===== src/rtl/lb_share_pkg.sv =====
// Shared defaults and types for the two-master localbus sharer.
package lb_share_pkg;

  localparam int unsigned AW_DEF     = 24;
  localparam int unsigned DW_DEF     = 32;
  localparam int unsigned NLAT_DEF   = 8;
  localparam int unsigned STARVE_DEF = 255;
  localparam int unsigned WCNT_W     = 12;

  typedef enum logic {
    OWN_A = 1'b0,
    OWN_B = 1'b1
  } owner_e;

  // One owner-pipeline stage: read pending plus which master issued it.
  typedef struct packed {
    logic   rdv;
    owner_e own;
  } pipe_ent_t;

endpackage


===== src/rtl/lb_share2_if.sv =====
// Localbus sharer signal bundle: master A, sequencer B and the shared slave bus.
// The master modport is the sharer itself (it owns the slave bus); slave is its environment.
interface lb_share2_if #(
  parameter int unsigned aw = 24,
  parameter int unsigned dw = 32
) ();

  logic [aw-1:0] a_addr;
  logic          a_strobe;
  logic          a_rd;
  logic [dw-1:0] a_wdata;
  logic [dw-1:0] a_rdata;
  logic          a_rvalid;

  logic          b_req;
  logic [aw-1:0] b_addr;
  logic          b_rd;
  logic [dw-1:0] b_wdata;
  logic          b_grant;
  logic [dw-1:0] b_rdata;
  logic          b_rvalid;
  logic          b_starve;

  logic [aw-1:0] addr;
  logic          control_strobe;
  logic          control_rd;
  logic [dw-1:0] data_out;
  logic [dw-1:0] data_in;

  modport master (
    input  a_addr, a_strobe, a_rd, a_wdata,
    input  b_req, b_addr, b_rd, b_wdata,
    input  data_in,
    output a_rdata, a_rvalid,
    output b_grant, b_rdata, b_rvalid, b_starve,
    output addr, control_strobe, control_rd, data_out
  );

  modport slave (
    output a_addr, a_strobe, a_rd, a_wdata,
    output b_req, b_addr, b_rd, b_wdata,
    output data_in,
    input  a_rdata, a_rvalid,
    input  b_grant, b_rdata, b_rvalid, b_starve,
    input  addr, control_strobe, control_rd, data_out
  );

endinterface


===== src/rtl/lb_owner_pipe.sv =====
// n_lat-deep {rdv, own} shift register that steers slave read returns to their issuer.
module lb_owner_pipe
  import lb_share_pkg::*;
#(
  parameter int unsigned n_lat = NLAT_DEF
) (
  input  logic      clk,
  input  logic      rst,
  input  pipe_ent_t ent_i,
  output pipe_ent_t tail_o
);

  logic [n_lat-1:0] rdv_q;
  logic [n_lat-1:0] own_q;

  // Reset drops any reads still in flight.
  always_ff @(posedge clk) begin
    if (rst) begin
      rdv_q <= '0;
      own_q <= '0;
    end else begin
      rdv_q <= {rdv_q[n_lat-2:0], ent_i.rdv};
      own_q <= {own_q[n_lat-2:0], ent_i.own == OWN_B};
    end
  end

  always_comb begin
    tail_o.rdv = rdv_q[n_lat-1];
    tail_o.own = owner_e'(own_q[n_lat-1]);
  end

endmodule


===== src/rtl/lb_share2.sv =====
// Two-master localbus sharer: A passes through with native timing, B fills A-idle cycles.
module lb_share2
  import lb_share_pkg::*;
#(
  parameter int unsigned aw         = AW_DEF,
  parameter int unsigned dw         = DW_DEF,
  parameter int unsigned n_lat      = NLAT_DEF,
  parameter int unsigned starve_max = STARVE_DEF
) (
  input logic         clk,
  input logic         rst,
  lb_share2_if.master bus
);

  logic              sel_b;
  logic [aw-1:0]     mux_addr;
  logic              mux_rd;
  logic [dw-1:0]     mux_wdata;
  logic              strobe;
  pipe_ent_t         ent_in;
  pipe_ent_t         ent_tail;
  logic [WCNT_W-1:0] wait_cnt_q, wait_cnt_d;
  logic              b_starve_q, b_starve_d;

  assign sel_b  = bus.b_req & ~bus.a_strobe & ~rst;
  assign strobe = bus.a_strobe | sel_b;

  // Zero-latency bus mux; A fields also sit on the bus while idle.
  always_comb begin
    mux_addr  = bus.a_addr;
    mux_rd    = bus.a_rd;
    mux_wdata = bus.a_wdata;
    if (sel_b) begin
      mux_addr  = bus.b_addr;
      mux_rd    = bus.b_rd;
      mux_wdata = bus.b_wdata;
    end
  end

  assign bus.addr           = mux_addr;
  assign bus.control_strobe = strobe;
  assign bus.control_rd     = mux_rd;
  assign bus.data_out       = mux_wdata;
  assign bus.b_grant        = sel_b;

  always_comb begin
    ent_in.rdv = strobe & mux_rd;
    ent_in.own = sel_b ? OWN_B : OWN_A;
  end

  lb_owner_pipe #(.n_lat(n_lat)) u_owner_pipe (
    .clk    (clk),
    .rst    (rst),
    .ent_i  (ent_in),
    .tail_o (ent_tail)
  );

  assign bus.a_rvalid = ent_tail.rdv & (ent_tail.own == OWN_A);
  assign bus.b_rvalid = ent_tail.rdv & (ent_tail.own == OWN_B);
  assign bus.a_rdata  = bus.data_in;
  assign bus.b_rdata  = bus.data_in;

  // Saturating wait counter; starve flag is sticky until grant or withdraw.
  always_comb begin
    wait_cnt_d = '0;
    b_starve_d = b_starve_q;
    if (!bus.b_req || sel_b) begin
      b_starve_d = 1'b0;
    end else begin
      wait_cnt_d = (wait_cnt_q == '1) ? wait_cnt_q : wait_cnt_q + WCNT_W'(1);
      if (wait_cnt_q >= WCNT_W'(starve_max)) begin
        b_starve_d = 1'b1;
      end
    end
  end

  always_ff @(posedge clk) begin
    if (rst) begin
      wait_cnt_q <= '0;
      b_starve_q <= 1'b0;
    end else begin
      wait_cnt_q <= wait_cnt_d;
      b_starve_q <= b_starve_d;
    end
  end

  assign bus.b_starve = b_starve_q;

endmodule


===== src/flat_wrapper.sv =====
// flat-port wrapper written by rule: the top's interface ports become plain ports
module lb_share2_flat import lb_share_pkg::*;
#(
  parameter int unsigned aw         = AW_DEF,
  parameter int unsigned dw         = DW_DEF,
  parameter int unsigned n_lat      = NLAT_DEF,
  parameter int unsigned starve_max = STARVE_DEF
)
  (clk, rst, bus_a_addr, bus_a_strobe, bus_a_rd, bus_a_wdata, bus_b_req, bus_b_addr, bus_b_rd, bus_b_wdata, bus_data_in, bus_a_rdata, bus_a_rvalid, bus_b_grant, bus_b_rdata, bus_b_rvalid, bus_b_starve, bus_addr, bus_control_strobe, bus_control_rd, bus_data_out);
  lb_share2_if #(.aw(aw), .dw(dw)) bus_i ();
  input logic clk;
  input logic rst;
  input wire logic [$bits(bus_i.a_addr)-1:0] bus_a_addr;
  input wire logic [$bits(bus_i.a_strobe)-1:0] bus_a_strobe;
  input wire logic [$bits(bus_i.a_rd)-1:0] bus_a_rd;
  input wire logic [$bits(bus_i.a_wdata)-1:0] bus_a_wdata;
  input wire logic [$bits(bus_i.b_req)-1:0] bus_b_req;
  input wire logic [$bits(bus_i.b_addr)-1:0] bus_b_addr;
  input wire logic [$bits(bus_i.b_rd)-1:0] bus_b_rd;
  input wire logic [$bits(bus_i.b_wdata)-1:0] bus_b_wdata;
  input wire logic [$bits(bus_i.data_in)-1:0] bus_data_in;
  output wire logic [$bits(bus_i.a_rdata)-1:0] bus_a_rdata;
  output wire logic [$bits(bus_i.a_rvalid)-1:0] bus_a_rvalid;
  output wire logic [$bits(bus_i.b_grant)-1:0] bus_b_grant;
  output wire logic [$bits(bus_i.b_rdata)-1:0] bus_b_rdata;
  output wire logic [$bits(bus_i.b_rvalid)-1:0] bus_b_rvalid;
  output wire logic [$bits(bus_i.b_starve)-1:0] bus_b_starve;
  output wire logic [$bits(bus_i.addr)-1:0] bus_addr;
  output wire logic [$bits(bus_i.control_strobe)-1:0] bus_control_strobe;
  output wire logic [$bits(bus_i.control_rd)-1:0] bus_control_rd;
  output wire logic [$bits(bus_i.data_out)-1:0] bus_data_out;
  assign bus_i.a_addr = bus_a_addr;
  assign bus_i.a_strobe = bus_a_strobe;
  assign bus_i.a_rd = bus_a_rd;
  assign bus_i.a_wdata = bus_a_wdata;
  assign bus_i.b_req = bus_b_req;
  assign bus_i.b_addr = bus_b_addr;
  assign bus_i.b_rd = bus_b_rd;
  assign bus_i.b_wdata = bus_b_wdata;
  assign bus_i.data_in = bus_data_in;
  assign bus_a_rdata = bus_i.a_rdata;
  assign bus_a_rvalid = bus_i.a_rvalid;
  assign bus_b_grant = bus_i.b_grant;
  assign bus_b_rdata = bus_i.b_rdata;
  assign bus_b_rvalid = bus_i.b_rvalid;
  assign bus_b_starve = bus_i.b_starve;
  assign bus_addr = bus_i.addr;
  assign bus_control_strobe = bus_i.control_strobe;
  assign bus_control_rd = bus_i.control_rd;
  assign bus_data_out = bus_i.data_out;
  lb_share2 #(.aw(aw), .dw(dw), .n_lat(n_lat), .starve_max(starve_max)) u_core (.clk(clk), .rst(rst), .bus(bus_i));
endmodule

===== config.mk =====
export PLATFORM = sky130hd
export DESIGN_NAME = lb_share2_flat
export DESIGN_NICKNAME = d
export VERILOG_FILES = /design/src/rtl/lb_share_pkg.sv /design/src/rtl/lb_share2_if.sv /design/src/rtl/lb_owner_pipe.sv /design/src/rtl/lb_share2.sv /design/src/flat_wrapper.sv
export SDC_FILE = /design/constraint.sdc
export NUM_CORES = 1
export LEC_CHECK = 0
export ABC_AREA = 0
export CORE_AREA = 2 2 107 109
export CTS_BUF_LIST = sky130_fd_sc_hd__clkbuf_16
export CTS_CLUSTER_SIZE = 28
export DETAILED_ROUTE_END_ITERATION = 10
export DIE_AREA = 0 0 109 111
export PLACE_DENSITY_LB_ADDON = 0.12
export SLEW_MARGIN = 10
export SYNTH_ARGS = -nofsm -noshare
export SYNTH_HDL_FRONTEND = slang
export SYNTH_SLANG_ARGS = --single-unit

===== constraint.sdc =====
create_clock -name clk -period 5.55 [get_ports clk]
set_clock_uncertainty 0.15 [all_clocks]
set_input_delay 1.665 -clock clk [delete_from_list [all_inputs] [get_ports clk]]
set_output_delay 1.665 -clock clk [all_outputs]
set_load 0.02 [all_outputs]

==> out/qor.csv <==
metric;value;unit
outcome;finished clean;
layout_commonest_cell;clkdlybuf4s50_1;
slowest_delay;540;ps
final_area;4000;sq um
synth_top_cell_by_area;dfxtp_1;
fp.dieW;109;um
fin_crit;5460;ps
wl_per_cell;21.1;um
ys_ff_latch;29;
clock_latency;260;ps
r2r_cells;4;
synth_ff_type;dfxtp_1;
drive_gt1_frac;0.221;
syn_nets;389;
cp.arrival;3650;ps
fmax;0.183;GHz
slew_headroom;0.710;
vias;2122;
io_pins;276;
regToRegSetupSlack;3580;ps
cts_hold_buffers;0;
path_common_cell;clkdlybuf4s50_1;
worst_r2r_endpoint;u_core.wait_cnt_q[6];
antenna_found_initial;1;
synth_edf_count;0;
setup.worst_path.start;bus_b_req;
cts-resized-gates;0;
syn_area;2370;sq um
cts_root_buf;clkbuf_16;
placed_cell_area;3860;sq um
final.setup.worst_slack;89.6;ps
min_from;u_core.u_owner_pipe.own_q[3];
path_delay_family;buffers and inverters;
start_util;0.214;
finalCritPeriodShare;0.984;
design.die.area;12100;sq um
vdd_ir_drop_max;0.177;mV
async_reset_ff_frac;0;
htree_levels;2;
cts.sinks;29;
cts_inserted_buffers;5;
r2r-start;u_core.wait_cnt_q[0];
hold_violations;0;
slew_viol_final;0;
worstPathCellList;clkdlybuf4s50_1 -> nand2b_4 -> nor2_4 -> buf_4 -> mux2_2 -> clkdlybuf4s50_1;
hold_path_class;register to register;
wl;10600;um
cap_violations;0;
grt_pass1_vias;2131;
grt_start_max_net_pins;30;
cts_tree;done;
worst_pin_slew;434;ps
rsz0062_at_grt;no;
fin_tns_setup;0;ps
whs_path_depth;1;
cp_slowest_cell;clkdlybuf4s50_1;
finalPower;0.000702;W
dp_cells;494;
drc_errors;0;
ys_types;40;
worst_setup_path_end_kind;output port;
gp_congestion;0.843;
cp_num_buf_inv;3;
synth_cells;238;
nets;509;
powerDensity;176;nW/um^2
first_pass_iters;4;
crit_fanout;15;
crit_required;3730;ps
avgSynthCellArea;9.96;sq um
clockBufferDepth;2;
vias_per_cell;4.23;
hold_path_end;u_core.u_owner_pipe.own_q[4];
ys_top_cells_by_area;dfxtp_1 24%, buf_4 21%, mux2_2 18%;
grt_overflow_total;0;
ys_warn_count;0;
port-buffer-count;179;
p_leak;1.48;nW
fillers;1103;
setup_violations;0;
path_clk_slew;50;ps
ant_nets;0;
dieHeight;111;um
yosysSeqAreaShare;0.245;
layout_common_cells;178 x clkdlybuf4s50_1, 38 x mux2_2, 29 x dfxtp_1, 19 x mux2_4, 14 x nor2b_1;
grtUsageTotal;0.169;
hpwl;9340;um
drt_iter0_markers;67;
place_ws;88.4;ps
grt_first_pass_wirelength;14500;um
post-cts-setup-buffers;0;
fp-row-count;39;
crit_path_start_kind;primary input;
fin_cells;502;
yosysTopAreaCellShare;0.245;
core_area;11100;sq um
crit_type;primary input to output port;
syn_to_final_growth;68.5;%
[worst max path at each step]
stage,to,depth (start not counted),slack [ps]
2_1_floorplan,bus_addr[14],5,1130
3_3_place_gp,bus_data_out[27],6,90
3_5_place_dp,bus_data_out[3],6,90
4_1_cts,bus_data_out[3],6,80
5_1_grt,bus_data_out[27],6,30
6_report,bus_data_out[3],6,90
[synth_stat cells (all sizes together), types with 3 or more instances]
library cell / n
a211oi: 7
a21oi: 3
a31oi: 6
and3: 4
and4: 3
buf: 71
dfxtp: 29
mux2: 57
nand2: 5
nand3: 4
nand4: 4
nor2b: 14
nor3: 4
nor4: 3
o21ai: 3
[through the flow]
stage | hold WS [ps] | util
6_report | 283 | 0.361
5_1_grt | 298 | 0.361
4_1_cts | 287 | 0.361
3_5_place_dp | 270 | 0.349
3_3_place_gp | 267 | 0.349
2_1_floorplan | 261 | -
[sequential cells by signal (all words and copies together) (netlist names)]
signal,count
u_core.bus.b_starve,1
u_core.u_owner_pipe.own_q,8
u_core.u_owner_pipe.rdv_q,8
u_core.wait_cnt_q,12
[where the power goes]
group	internal, W	switching [W]
clock	0.000159	0.0000782
combinational	0.000159	0.0000937
sequential	0.000211	0.00000127
total	0.000529	0.000173
[cell families after synthesis]
| logic type | count (synthesis) | synth area share |
|---|---|---|
| compound gates | 24 | 0.0691 |
| flops | 29 | 0.245 |
| mux | 58 | 0.305 |
| buf+inv | 74 | 0.231 |
| simple gates | 52 | 0.145 |
| fa+ha+maj | 1 | 0.00528 |
[area by class of cell]
| type | instances | area, sq um | share of cell area |
|---|---|---|---|
| Antenna cell | 1 | 2.50 | 0.000626 |
| Clock buffer | 5 | 125 | 0.0313 |
| Clock inverter | 2 | 7.51 | 0.00188 |
| Inverter | 2 | 7.51 | 0.00188 |
| Multi-Input combinational cell | 135 | 1250 | 0.312 |
| Sequential cell | 29 | 581 | 0.145 |
| Tap cell | 143 | 179 | 0.0448 |
| Timing Repair Buffer | 185 | 1850 | 0.462 |
[per-layer routing]
metal,vias up,wire (um),track usage
li1,1029,-,-
met1,962,4370,0.206
met2,119,4490,0.246
met3,12,1640,0.113
met4,0,119,0.0333
met5,-,0,0
No activity file was read; power rests on OpenSTA's default activity.
